$ cat src/rtl/vga_timing_pkg.sv
// Shared VGA timing defaults (640x480 @ 60 Hz) and the scan-control state encoding.
// Imported by the interface and the timing controller.
package vga_timing_pkg;
  localparam int CNT_W     = 10;
  localparam int DEF_H_FP   = 16;
  localparam int DEF_H_SYNC = 96;
  localparam int DEF_H_BP   = 48;
  localparam int DEF_H_ACT  = 640;
  localparam int DEF_V_FP   = 10;
  localparam int DEF_V_SYNC = 2;
  localparam int DEF_V_BP   = 29;
  localparam int DEF_V_ACT  = 480;
  localparam int H_TOTAL = DEF_H_FP + DEF_H_SYNC + DEF_H_BP + DEF_H_ACT;
  localparam int V_TOTAL = DEF_V_FP + DEF_V_SYNC + DEF_V_BP + DEF_V_ACT;

  typedef enum logic [1:0] {
    IDLE  = 2'd0,
    RUN   = 2'd1,
    DRAIN = 2'd2
  } state_t;
endpackage

$ cat src/rtl/vga_sync_ctrl_if.sv
// Timing bundle between the sync controller (master) and the image generator (slave).
interface vga_sync_ctrl_if;
  import vga_timing_pkg::*;
  logic             run;
  logic             pix_tick;
  logic [CNT_W-1:0] h_count;
  logic [CNT_W-1:0] v_count;
  logic             bright;
  logic             hsync;
  logic             vsync;
  logic             frame_start;
  logic             busy;

  modport master (input run, output pix_tick, h_count, v_count, bright,
                  hsync, vsync, frame_start, busy);
  modport slave  (output run, input pix_tick, h_count, v_count, bright,
                  hsync, vsync, frame_start, busy);
endinterface

$ cat src/rtl/vga_pix_div.sv
// Pixel clock-enable divider: tick high in the last clk cycle of each pixel period.
module vga_pix_div #(
  parameter int CLK_DIV = 2
) (
  input  logic clk,
  input  logic rst_n,
  input  logic en,
  output logic tick
);
  localparam int W = (CLK_DIV > 1) ? $clog2(CLK_DIV) : 1;
  localparam logic [W-1:0] LAST = W'(CLK_DIV - 1);

  logic [W-1:0] div_cnt;

  // Cleared while disabled so the first pixel after enable is a full period.
  always_ff @(posedge clk) begin
    if (!rst_n || !en)        div_cnt <= '0;
    else if (div_cnt == LAST) div_cnt <= '0;
    else                      div_cnt <= div_cnt + W'(1);
  end

  assign tick = en && (div_cnt == LAST);
endmodule

$ cat src/rtl/vga_sync_ctrl.sv
// VGA timing controller: pixel/line counters, sync/bright decodes and a run/drain
// FSM that only stops scan-out on a frame boundary.
module vga_sync_ctrl
  import vga_timing_pkg::*;
#(
  parameter int CLK_DIV = 2,
  parameter int H_FP    = DEF_H_FP,
  parameter int H_SYNC  = DEF_H_SYNC,
  parameter int H_BP    = DEF_H_BP,
  parameter int H_ACT   = DEF_H_ACT,
  parameter int V_FP    = DEF_V_FP,
  parameter int V_SYNC  = DEF_V_SYNC,
  parameter int V_BP    = DEF_V_BP,
  parameter int V_ACT   = DEF_V_ACT
) (
  input logic            clk,
  input logic            rst_n,
  vga_sync_ctrl_if.master vga
);
  localparam int H_TOT = H_FP + H_SYNC + H_BP + H_ACT;
  localparam int V_TOT = V_FP + V_SYNC + V_BP + V_ACT;

  if (H_TOT > 1024 || V_TOT > 1024 || CLK_DIV < 1) begin : g_bad_timing
    $error("vga_sync_ctrl: totals must be <= 1024 and CLK_DIV >= 1");
  end

  localparam logic [CNT_W-1:0] H_LAST = CNT_W'(H_TOT - 1);
  localparam logic [CNT_W-1:0] V_LAST = CNT_W'(V_TOT - 1);
  localparam logic [CNT_W-1:0] HS_BEG = CNT_W'(H_FP);
  localparam logic [CNT_W-1:0] HS_END = CNT_W'(H_FP + H_SYNC - 1);
  localparam logic [CNT_W-1:0] H_VIS  = CNT_W'(H_FP + H_SYNC + H_BP);
  localparam logic [CNT_W-1:0] VS_BEG = CNT_W'(V_FP);
  localparam logic [CNT_W-1:0] VS_END = CNT_W'(V_FP + V_SYNC - 1);
  localparam logic [CNT_W-1:0] V_VIS  = CNT_W'(V_FP + V_SYNC + V_BP);

  state_t           state;
  logic [CNT_W-1:0] h_cnt, v_cnt;
  logic             busy, tick, eof;

  assign busy = (state != IDLE);

  vga_pix_div #(.CLK_DIV(CLK_DIV)) u_div (
    .clk  (clk),
    .rst_n(rst_n),
    .en   (busy),
    .tick (tick)
  );

  assign eof = tick && (h_cnt == H_LAST) && (v_cnt == V_LAST);

  // Counters only move on a tick, which never fires in IDLE, so IDLE holds 0;
  // the end-of-frame wrap is what leaves them at 0 when DRAIN drops to IDLE.
  always_ff @(posedge clk) begin
    if (!rst_n) begin
      state <= IDLE;
      h_cnt <= '0;
      v_cnt <= '0;
    end else begin
      if (tick) begin
        if (h_cnt == H_LAST) begin
          h_cnt <= '0;
          v_cnt <= (v_cnt == V_LAST) ? '0 : v_cnt + CNT_W'(1);
        end else begin
          h_cnt <= h_cnt + CNT_W'(1);
        end
      end
      case (state)
        IDLE:    if (vga.run) state <= RUN;
        RUN:     if (!vga.run) state <= DRAIN;
        DRAIN:   if (vga.run) state <= RUN;
                 else if (eof) state <= IDLE;
        default: begin
          state <= IDLE;
          h_cnt <= '0;
          v_cnt <= '0;
        end
      endcase
    end
  end

  assign vga.pix_tick    = tick;
  assign vga.h_count     = h_cnt;
  assign vga.v_count     = v_cnt;
  assign vga.busy        = busy;
  assign vga.hsync       = !(busy && (h_cnt >= HS_BEG) && (h_cnt <= HS_END));
  assign vga.vsync       = !(busy && (v_cnt >= VS_BEG) && (v_cnt <= VS_END));
  assign vga.bright      = busy && (h_cnt >= H_VIS) && (v_cnt >= V_VIS);
  assign vga.frame_start = tick && busy && (h_cnt == '0) && (v_cnt == '0);
endmodule

$ cat src/flat_wrapper.sv
// flat-port wrapper written by rule: the top's interface ports become plain ports
module vga_sync_ctrl_flat import vga_timing_pkg::*;
#(
  parameter int CLK_DIV = 2,
  parameter int H_FP    = DEF_H_FP,
  parameter int H_SYNC  = DEF_H_SYNC,
  parameter int H_BP    = DEF_H_BP,
  parameter int H_ACT   = DEF_H_ACT,
  parameter int V_FP    = DEF_V_FP,
  parameter int V_SYNC  = DEF_V_SYNC,
  parameter int V_BP    = DEF_V_BP,
  parameter int V_ACT   = DEF_V_ACT
)
  (clk, rst_n, vga_run, vga_pix_tick, vga_h_count, vga_v_count, vga_bright, vga_hsync, vga_vsync, vga_frame_start, vga_busy);
  vga_sync_ctrl_if vga_i ();
  input logic clk;
  input logic rst_n;
  input wire logic [$bits(vga_i.run)-1:0] vga_run;
  output wire logic [$bits(vga_i.pix_tick)-1:0] vga_pix_tick;
  output wire logic [$bits(vga_i.h_count)-1:0] vga_h_count;
  output wire logic [$bits(vga_i.v_count)-1:0] vga_v_count;
  output wire logic [$bits(vga_i.bright)-1:0] vga_bright;
  output wire logic [$bits(vga_i.hsync)-1:0] vga_hsync;
  output wire logic [$bits(vga_i.vsync)-1:0] vga_vsync;
  output wire logic [$bits(vga_i.frame_start)-1:0] vga_frame_start;
  output wire logic [$bits(vga_i.busy)-1:0] vga_busy;
  assign vga_i.run = vga_run;
  assign vga_pix_tick = vga_i.pix_tick;
  assign vga_h_count = vga_i.h_count;
  assign vga_v_count = vga_i.v_count;
  assign vga_bright = vga_i.bright;
  assign vga_hsync = vga_i.hsync;
  assign vga_vsync = vga_i.vsync;
  assign vga_frame_start = vga_i.frame_start;
  assign vga_busy = vga_i.busy;
  vga_sync_ctrl #(.CLK_DIV(CLK_DIV), .H_FP(H_FP), .H_SYNC(H_SYNC), .H_BP(H_BP), .H_ACT(H_ACT), .V_FP(V_FP), .V_SYNC(V_SYNC), .V_BP(V_BP), .V_ACT(V_ACT)) u_core (.clk(clk), .rst_n(rst_n), .vga(vga_i));
endmodule
$ cat config.mk
export PLATFORM = sky130hd
export DESIGN_NAME = vga_sync_ctrl_flat
export DESIGN_NICKNAME = d
export VERILOG_FILES = /design/src/rtl/vga_timing_pkg.sv /design/src/rtl/vga_sync_ctrl_if.sv /design/src/rtl/vga_pix_div.sv /design/src/rtl/vga_sync_ctrl.sv /design/src/flat_wrapper.sv
export SDC_FILE = /design/constraint.sdc
export NUM_CORES = 1
export LEC_CHECK = 0
export CAP_MARGIN = 25
export CELL_PAD_IN_SITES_DETAIL_PLACEMENT = 2
export CELL_PAD_IN_SITES_GLOBAL_PLACEMENT = 2
export CORE_UTILIZATION = 31
export CTS_CLUSTER_SIZE = 30
export DETAILED_ROUTE_END_ITERATION = 16
export PLACE_DENSITY_LB_ADDON = 0.1
export SETUP_SLACK_MARGIN = 0.02
export SLEW_MARGIN = 5
export SYNTH_ARGS = -nofsm -noshare
export SYNTH_HDL_FRONTEND = slang
export SYNTH_SLANG_ARGS = --single-unit
$ cat constraint.sdc
create_clock -name clk -period 4.4 [get_ports clk]
set_input_delay 0.66 -clock clk [delete_from_list [all_inputs] [get_ports clk]]
set_output_delay 0.66 -clock clk [all_outputs]
set_load 0.05 [all_outputs]
# Word level (Yosys, flattened, before mapping)
# Cells that the tools add are included.
# word_totals
output_inout_bits,26
word_cells,53
inputBits,3
regBits,23
# classes
n_reduce_logical,26
add_sub_neg,3
mux,7
n_eq_ne,7
order_cmp,6
# op_table
cell,count
$add 10x1->10 const B,2
$eq 10x10->1 const B,2
$logic_not 10->1,2
$mux 10,2
$logic_and 1x1->1,12
$ge 10x4->1 const B,1
$ge 10x5->1 const B,1
$ge 10x6->1 const B,1
$ge 10x8->1 const B,1
$le 10x4->1 const B,1
$le 10x7->1 const B,1
$mux 2,4
$pmux 2 s3,1
$logic_not 1->1,4
$ne 2x2->1 const B,2
$reduce_and 2->1,2
$ne 3x2->1 const B,1
$reduce_and 3->1,1
$reduce_or 3->1,1
$eq 2x1->1 const B,1
$eq 2x2->1 const B,1
$logic_not 2->1,1
$reduce_bool 2->1,1
$reduce_or 2->1,1
2 further kinds,2

# Longest topological paths before layout
# logic_depth
word_depth,7
ltp_mapped,6
depth_no_buf,6

# Modules after synthesis
# A second synthesis with hierarchy kept.
# hier_totals
cells_unflattened,154
hier_area_um2,1333.8
# modules_own_cells
module,area_per_inst_um2,instances,seq_area_each_um2,cells_per_inst
vga_sync_ctrl,1297.5,1,440.4,151
vga_pix_div,36.3,1,20.0,3

# Worst setup path before layout
# Ideal clock, no wire load.
# synth_path
path_kind,flip-flop to output port
startpoint,"register u_core.v_cnt[0], in the netlist u_core.vga.v_count[0]"
endpoint,output vga_bright
path_stages_with_launch,6
n_path_buf,0
path_slack_ns,1.215
t_required_ns,3.740
arrival_time_ns,2.525
cell_sequence,dfxtp_1 > inv_1 > ha_1 > a21boi_0 > o21ai_0 > a211oi_1
# synth_between
elab_chain_len,2
# synth_rtl
item,line,text
start: declaration,vga_sync_ctrl.sv:37,"logic [CNT_W-1:0] h_cnt, v_cnt;"
start signal: assignment,vga_sync_ctrl.sv:62,v_cnt <= (v_cnt == V_LAST) ? '0 : v_cnt + CNT_W'(1);
$ge 10x6->1,vga_sync_ctrl.sv:87,assign vga.bright = busy && (h_cnt >= H_VIS) && (v_cnt >= V_VIS);
$logic_and 1x1->1,vga_sync_ctrl.sv:87,
end: declaration,flat_wrapper.sv:22,output wire logic [$bits(vga_i.bright)-1:0] vga_bright;
# No other way between the ends.

# Final worst setup path
# layout_path
startpoint,"register u_core.v_cnt[1], in the netlist u_core.vga.v_count[1]"
endpoint,output vga_bright
# The elaborated chain is that of the path after synthesis.

==> reports/qor.txt <==
Setup bufs post-CTS: 0
Clock latency reported for the late side of the worst-skew pair: 0.27 ns
Reg2Reg Setup Slack: 1.93 ns
Hold_buf cts: 0
Most frequent cells in the layout: 28 x clkdlybuf4s50_1, 23 x nor2_1, 23 x dfxtp_1
Post-cts resize count: 0
DR vias/cell: 5.45
Via count: 1291
Worst path cell trace: inv_1, ha_1, a21boi_0, o21ai_0, a211oi_1, clkdlybuf4s50_1
DRT Wirelength: 4360 um
Global route overflow: 0
Leak: 0.582 nW
Largest stage delay, worst path: 0.86 ns
All-Layer GR Usage: 21.6%
Post-DP HPWL: 3220 um
Kind of critical path: reg -> out
Core footprint: 0.00403 mm^2
Die X: 67.2 um
First-pass GRT wire length: 7250 um
Post-synth EDFFs: 0
Power Density: 223 mW/mm^2
Final period util: 73.4%
Yosys warning count: 0
Synthesized cell area: 0.00132 mm^2
Crit path DAT: 2.57 ns
GP Congestion: 0.729
Die Span Y: 67.2 um
Peak VDD IR: 0.0862 mV
Outcome: completed
RSZ-0062 raised after global routing: no
Final Max Tran Viols: 0
I/O pins: 29
Setup TNS: 0 ns
Number of global-route vias before repair: 1386
DR pass1 iterations: 4
Layout Utilization: 41.8%
Commonest non-fill, non-tap cell in the layout: clkdlybuf4s50_1
# rows: 23
Setup Viol. Count Final: 0
DIE AREA: 0.00451 mm^2
Top cell family by delay on the critical path: buffers and inverters
Input/output buffers: 28
CTS max path bufs: 2
Ys async rst share: 0%
Max cap viols: 0
Final Hold Vio Count: 0
DRC: 0
TritonCTS buffer count: 3
Min-delay worst type: reg -> reg
Worst rel slew slack: 45.8%
Final Skew: 0.00519 ns
Slowest CP cell: clkdlybuf4s50_1
FF+latch count, synth: 23
Fill cells: 476
CTS tree: built
Minimum clock period: 3.23 ns
Setup crit end kind: primary output
Initial antenna violation count: 0
CTS root buf: clkbuf_8
Layout cells sized above 1: 5.88%
Worst Path Buf+Inv: 2
Antenna Cells: 0
Initial Utilization: 32.7%
Crit path launch type: flop
Hold slack final: 0.502 ns
Syn_area_per_cell: 8.29 um^2
Cells after Synth: 159
CP max FO: 9
Post-synthesis sequential area ratio: 34.9%
Critical path required time: 3.74 ns
H-tree depth: 1
Main flop type after synthesis: dfxtp_1
Largest net degree at the start of global routing: 14
Syn nets: 169
Clk sinks: 23
Synth cell types: 40
1st-iter DRT viols: 62
Tightest Pin Transition: 0.805 ns
Nets: 198
Post-DRT Antenna Nets: 0
Layout area overhead: 27.7%
Clock-pin transition on the worst setup and hold timing paths: 0.09 ns
Fmax achieved: 0.310 GHz
Wire per inst: 18.4 um
-- Yosys cell counts (2+ instances only) --
master     n  share of area [%]
nor2_1    23                6.6
a211oi_1   2                1.1
o31ai_1    2                1.1
o211a_1    2                1.5
nor3_1     5                1.9
nand2_1   10                2.8
or4bb_2    2                1.9
or4_1      2                1.1
dfxtp_1   23                 35
ha_1       7                6.6
nor4_1     8                3.8
nand2b_1   2               0.95
a21oi_1    7                2.7
and2_1     2               0.95
nor3b_1    3                1.7
nand4_1    6                2.8
xor2_1     4                2.7
clkbuf_1   2               0.57
o21ai_0    7                2.7
nand3_1    6                2.3
xnor2_1    7                4.7
and3_1     4                1.9
inv_1      6                1.7
-- path summary, 6_finish.rpt --
check	startpoint	depth (start not counted)	endpoint
min reg2reg	u_core.u_div.div_cnt	1	u_core.u_div.div_cnt
min	u_core.u_div.div_cnt	1	u_core.u_div.div_cnt
max	u_core.vga.v_count[1]	6	vga_bright
max reg2reg	u_core.vga.h_count[0]	5	u_core.vga.v_count[0]
-- metal layers --
metal  share of wire (%)  wire length, um  up-vias  GRT usage [%]
met5                   0                0        -              0
met4                0.87               38        0           4.79
met3                 2.3              102        5           2.36
met2                  52             2250       24           38.3
met1                  45             1980      628           27.8
li1                    -                -      634              -
-- sequential cells by signal, indices dropped and copies added, names as in the netlist --
signal,count
u_core.state,2
u_core.u_div.div_cnt,1
u_core.vga.h_count,10
u_core.vga.v_count,10
-- where the power goes --
part	switching (mW)	internal (mW)	total (mW)
Sequential	0.00279	0.210	0.212
Combinational	0.0143	0.00724	0.0215
Clock	0.0783	0.0635	0.142
Total	0.0954	0.280	0.376
-- final cells by class --
cell class | instances | area [um^2] | area share [%]
Clock buffer | 3 | 41.3 | 2.45
Clock inverter | 1 | 5.00 | 0.297
Inverter | 6 | 22.5 | 1.34
Multi-Input combinational cell | 126 | 811 | 48.2
Sequential cell | 23 | 460 | 27.4
Tap cell | 50 | 62.6 | 3.72
Timing Repair Buffer | 28 | 280 | 16.7
-- through the flow --
step	area (um^2)	worst slack, ns	instances	power (mW)
finish	1680	1.17	237	0.376
detailed placement	1640	1.55	233	0.239
global route	1680	0.997	237	0.387
floorplan	1320	1.22	159	0.230
global placement	1640	1.62	233	0.238
CTS	1680	1.17	237	0.381
-- cells by family (layout without fill, tap and decap cells) --
family | count (synthesis) | count (layout) | synth area share (%)
buffers and inverters | 10 | 38 | 3.51
AO/OA/AOI/OAI | 26 | 26 | 12.9
flip-flops | 23 | 23 | 34.9
AND/OR/NAND/NOR | 82 | 82 | 34.7
adder cells (fa/ha/maj) | 7 | 7 | 6.65
XOR/XNOR | 11 | 11 | 7.31
(Power assumes the default switching activity.)
